[src/rtl/nrs_gold_seq_ctrl.sv]
// NB-IoT NRS Gold-sequence sequencer: derives c_init, warms up both 31-bit LFSRs,
// then hands out c(2m')/c(2m'+1) pairs under a valid/ready handshake.
module nrs_gold_seq_ctrl #(
    parameter int NC        = 1600,
    parameter int SKIP      = 218,
    parameter int NUM_PAIRS = 2,
    parameter int CNT_W     = 11
) (
    input  logic        clk,
    input  logic        rst_n,
    input  logic        start,
    input  logic [4:0]  ns,
    input  logic [2:0]  sym_l,
    input  logic [8:0]  cell_id,
    output logic [30:0] c_init_o,
    output logic        busy,
    output logic        c_even,
    output logic        c_odd,
    output logic        out_valid,
    input  logic        out_ready,
    output logic        done
);

    typedef enum logic [2:0] {
        IDLE  = 3'd0,
        CINIT = 3'd1,
        LOAD  = 3'd2,
        WARM  = 3'd3,
        EMIT  = 3'd4,
        FIN   = 3'd5
    } state_t;

    localparam int PAIR_W = $clog2(NUM_PAIRS + 1);
    localparam logic [CNT_W-1:0]  WARM_LAST = CNT_W'(NC + SKIP - 1);
    localparam logic [PAIR_W-1:0] PAIR_LAST = PAIR_W'(NUM_PAIRS - 1);

    state_t state;
    state_t next_state;

    logic [4:0]        ns_q;
    logic [2:0]        sym_q;
    logic [8:0]        cell_q;
    logic [30:0]       x1;
    logic [30:0]       x2;
    logic [CNT_W-1:0]  warm_cnt;
    logic [PAIR_W-1:0] pair_cnt;
    logic [30:0]       sym_term;
    logic [30:0]       cell_term;
    logic [30:0]       c_init_calc;
    logic              accept;

    // Bit 0 is the oldest element; the feedback bit enters at bit 30.
    function automatic logic [30:0] step_x1(input logic [30:0] x);
        return {x[3] ^ x[0], x[30:1]};
    endfunction

    function automatic logic [30:0] step_x2(input logic [30:0] x);
        return {x[3] ^ x[2] ^ x[1] ^ x[0], x[30:1]};
    endfunction

    assign accept = (state == EMIT) && out_ready;

    // Normal-CP c_init; the largest possible value stays below 2^31.
    always_comb begin
        sym_term    = 31'd7 * (31'(ns_q) + 31'd1) + 31'(sym_q) + 31'd1;
        cell_term   = {21'd0, cell_q, 1'b1};
        c_init_calc = ((sym_term * cell_term) << 10) + cell_term;
    end

    always_ff @(posedge clk or negedge rst_n) begin
        if (!rst_n) begin
            state <= IDLE;
        end else begin
            state <= next_state;
        end
    end

    always_comb begin
        next_state = state;
        unique case (state)
            IDLE:    if (start) next_state = CINIT;
            CINIT:   next_state = LOAD;
            LOAD:    next_state = WARM;
            WARM:    if (warm_cnt == WARM_LAST) next_state = EMIT;
            EMIT:    if (accept && (pair_cnt == PAIR_LAST)) next_state = FIN;
            FIN:     next_state = IDLE;
            default: next_state = IDLE;
        endcase
    end

    // c_odd is c after one step, which is simply the next-oldest bit of each register.
    always_comb begin
        busy      = 1'b0;
        done      = 1'b0;
        out_valid = 1'b0;
        c_even    = 1'b0;
        c_odd     = 1'b0;
        unique case (state)
            CINIT, LOAD, WARM: busy = 1'b1;
            EMIT: begin
                busy      = 1'b1;
                out_valid = 1'b1;
                c_even    = x1[0] ^ x2[0];
                c_odd     = x1[1] ^ x2[1];
            end
            FIN:     done = 1'b1;
            default: busy = 1'b0;
        endcase
    end

    always_ff @(posedge clk or negedge rst_n) begin
        if (!rst_n) begin
            ns_q     <= '0;
            sym_q    <= '0;
            cell_q   <= '0;
            c_init_o <= '0;
            x1       <= '0;
            x2       <= '0;
            warm_cnt <= '0;
            pair_cnt <= '0;
        end else begin
            unique case (state)
                IDLE: begin
                    if (start) begin
                        ns_q   <= ns;
                        sym_q  <= sym_l;
                        cell_q <= cell_id;
                    end
                end
                CINIT: c_init_o <= c_init_calc;
                LOAD: begin
                    x1       <= 31'h1;
                    x2       <= c_init_o;
                    warm_cnt <= '0;
                    pair_cnt <= '0;
                end
                WARM: begin
                    x1       <= step_x1(x1);
                    x2       <= step_x2(x2);
                    warm_cnt <= warm_cnt + 1'b1;
                end
                EMIT: begin
                    if (accept) begin
                        x1       <= step_x1(step_x1(x1));
                        x2       <= step_x2(step_x2(x2));
                        pair_cnt <= pair_cnt + 1'b1;
                    end
                end
                default: begin
                end
            endcase
        end
    end

endmodule
[config.mk]
export PLATFORM = sky130hd
export DESIGN_NAME = nrs_gold_seq_ctrl
export DESIGN_NICKNAME = d
export VERILOG_FILES = /design/src/rtl/nrs_gold_seq_ctrl.sv
export SDC_FILE = /design/constraint.sdc
export NUM_CORES = 1
export LEC_CHECK = 0
export CORE_UTILIZATION = 51
export DETAILED_ROUTE_END_ITERATION = 8
export PLACE_DENSITY_LB_ADDON = 0.15
export SLEW_MARGIN = 20
export SYNTH_ARGS = -nofsm -noshare
export SYNTH_HDL_FRONTEND = slang
export SYNTH_SLANG_ARGS = --single-unit
[constraint.sdc]
create_clock -name clk -period 9.1 [get_ports clk]
set_input_delay 1.82 -clock clk [delete_from_list [all_inputs] [get_ports clk]]
set_output_delay 1.82 -clock clk [all_outputs]
set_load 0.01 [all_outputs]
==> results.md <==
* Effective utilization at floorplan at 0.521
* Port buffer count at 56
* Fin crit period at 8.27 ns
* Die Wd at 140 um
* Drt drc at 0
* Run status: finished clean
* PostCTS Resize Cnt at 0
* Critical Path AT at 8.57 ns
* Via density at 5.68
* Fin. Hold Viols at 0
* Die Ht at 140 um
* Count of state elements after synthesis at 126
* Worst-Margin Slew at 1.06 ns
* ANT nets after route at 0
* H-tree lvl count at 4
* WL final at 20700 um
* Clock transition at the registers of the reported paths at 0.06 ns
* Total CTS buffers at 17
* Top-area cell type share of the netlist area at 0.323
* DR pass1 iterations at 5
* Clock root cell: clkbuf_16
* Crit end category: register
* Ys async rst share at 1.00
* Latest clock arrival within the worst-skew pair at 0.42 ns
* R2r setup slk at 0.83 ns
* CTS sink count at 126
* Die ar. at 0.0197 mm2
* Worst clock skew at 0.0116 ns
* Seq/Total Area, Yosys at 0.323
* Clk buf depth at 2
* Total number of vias at 7550
* Worst EP required at 9.40 ns
* Peak Freq at 121 MHz
* Synth Area per Inst at 9.25 um2
* Leading area contributor after synthesis: dfrtp_1
* Final Net Count at 1248
* Max-cap violations at 0
* Hold slack at 0.504 ns
* Cell Rows at 50
* # setup viols final at 0
* Max-slew headroom at 0.290
* Antenna violations before repair at 0
* Synthesized netlist cell count at 1057
* P&R area growth vs syn at 13.0%
* Setup TNS Final at 0 ns
* Core ar. at 0.0188 mm2
* Hold Crit Class: register to register
* Setup CP Type: register to register
* Synth unique cells at 64
* Fin. max-slew vios at 0
* Cell area after synthesis at 0.00977 mm2
* Synth warn at 0
* RSZ-0062 raised after global routing: false
* Final Instance Area at 0.0110 mm2
* Dpl hpwl at 15300 um
* Vias in the first global route at 7460
* Ys flop type: dfrtp_1
* Worst setup SP type: register
* Leading cell types by count after synthesis: 188 x nand2_1, 126 x dfrtp_1, 79 x ha_1
* Area contributors post-synth: dfrtp_1 32%, fa_1 13%, ha_1 10%
* GPL Wtd Cong at 0.842
* Dpl cell area at 0.0105 mm2
* Gr ovfl total at 0
* Ports at 57
* Final Cycle Share at 0.908
* # diodes at 0
* Wire length per cell at 15.6 um
* DR iter-0 viols at 400
* Setup repair bufs after CTS at 0
* Crit-path max FO at 10
* Layout cells sized above 1 at 0.0712
* Syn_nets at 1222
* GRT Overall Usage at 0.225
* Most frequent cell after synthesis: nand2_1
* First-pass GRT wire length at 35900 um
* CTS tree: yes
* Hold Buf Count CTS at 0
* Pin count of the biggest net entering global routing at 77
* EDFF count, synth at 0
==> registers in the layout, indices dropped and copies added, names as in the netlist <==
name	count
x1	31
x2	31
sym_q	3
ns_q	5
state	3
warm_cnt	11
pair_cnt	2
cell_q	9
c_init_o	31
==> cell usage in the layout, fill, tap and decap left out, types with 17 or more instances in the layout <==
cell / n
nor2_1: 66
inv_1: 64
nand2_1: 187
fa_1: 65
a21oi_1: 23
o21ai_0: 62
and2_1: 44
clkdlybuf4s50_1: 55
xnor2_1: 21
xor2_1: 18
a22oi_1: 59
a31oi_1: 30
ha_1: 79
clkbuf_16: 17
dfrtp_1: 126
==> per-stage QoR <==
step / utilization / setup WS, ns / instances
after floorplan: - / 1.57 / 1057
after global placement: 0.556 / 1.05 / 1297
after detailed placement: 0.558 / 0.830 / 1298
after CTS: 0.589 / 0.803 / 1329
after global routing: 0.589 / 0.259 / 1329
final: 0.589 / 0.833 / 1329
==> worst max-delay path: stages (launching register included) <==
cell      delay, ns
dfrtp_1        0.47
ha_1           0.27
xor2_1         0.34
xor2_1         0.27
xnor2_1        0.11
fa_1           0.49
inv_1          0.07
fa_1           0.45
a21o_1         0.17
a21oi_1        0.21
o21bai_1       0.09
a21o_2         0.23
xor2_1         0.66
nand2_1        0.17
fa_1           0.55
fa_1           0.43
fa_1           0.49
inv_1          0.05
fa_1           0.55
fa_1           0.42
ha_1           0.37
nand2_1        0.09
o21ai_0        0.32
nand4_1        0.23
a211oi_1       0.33
nor2_1         0.08
a211o_1        0.23
==> area by class of cell <==
cell class              count  area (um2)
clock buffers              18         439
repair buffers             65         646
multi-input cells         808        6130
well taps                 234         293
fillers                  1650        7720
inverters                  65         244
clock inverters            13         141
flip-flops and latches    126        3150
==> metal layers <==
metal | track usage | vias up | share of wire
li1 | - | 3657 | -
met1 | 0.293 | 3729 | 0.45
met2 | 0.383 | 139 | 0.50
met3 | 0.0393 | 25 | 0.033
met4 | 0.0671 | 0 | 0.016
met5 | 0 | - | 0
==> path summary, 6_finish.rpt <==
path / endpoint / cells after the start / startpoint
max in group asynchronous: x2[11] / 2 / rst_n
min in group asynchronous: warm_cnt[3] / 1 / rst_n
worst min-delay path: c_init_o[14] / 2 / c_init_o[14]
worst min register to register: c_init_o[14] / 2 / c_init_o[14]
worst max register to register: c_init_o[27] / 26 / ns_q[0]
worst max-delay path: c_init_o[27] / 26 / ns_q[0]
==> kinds of logic after synthesis <==
| group | Yosys count | synth area share |
|---|---|---|
| buf+inv | 123 | 0.0518 |
| flops | 126 | 0.323 |
| compound gates | 234 | 0.159 |
| xor+xnor | 39 | 0.0350 |
| mux | 25 | 0.0277 |
| fa+ha+maj | 144 | 0.234 |
| simple gates | 366 | 0.169 |
Power is left out: the tool's default activity adds up to more than one toggle a clock period on the data nets, which glitch-free logic cannot reach.
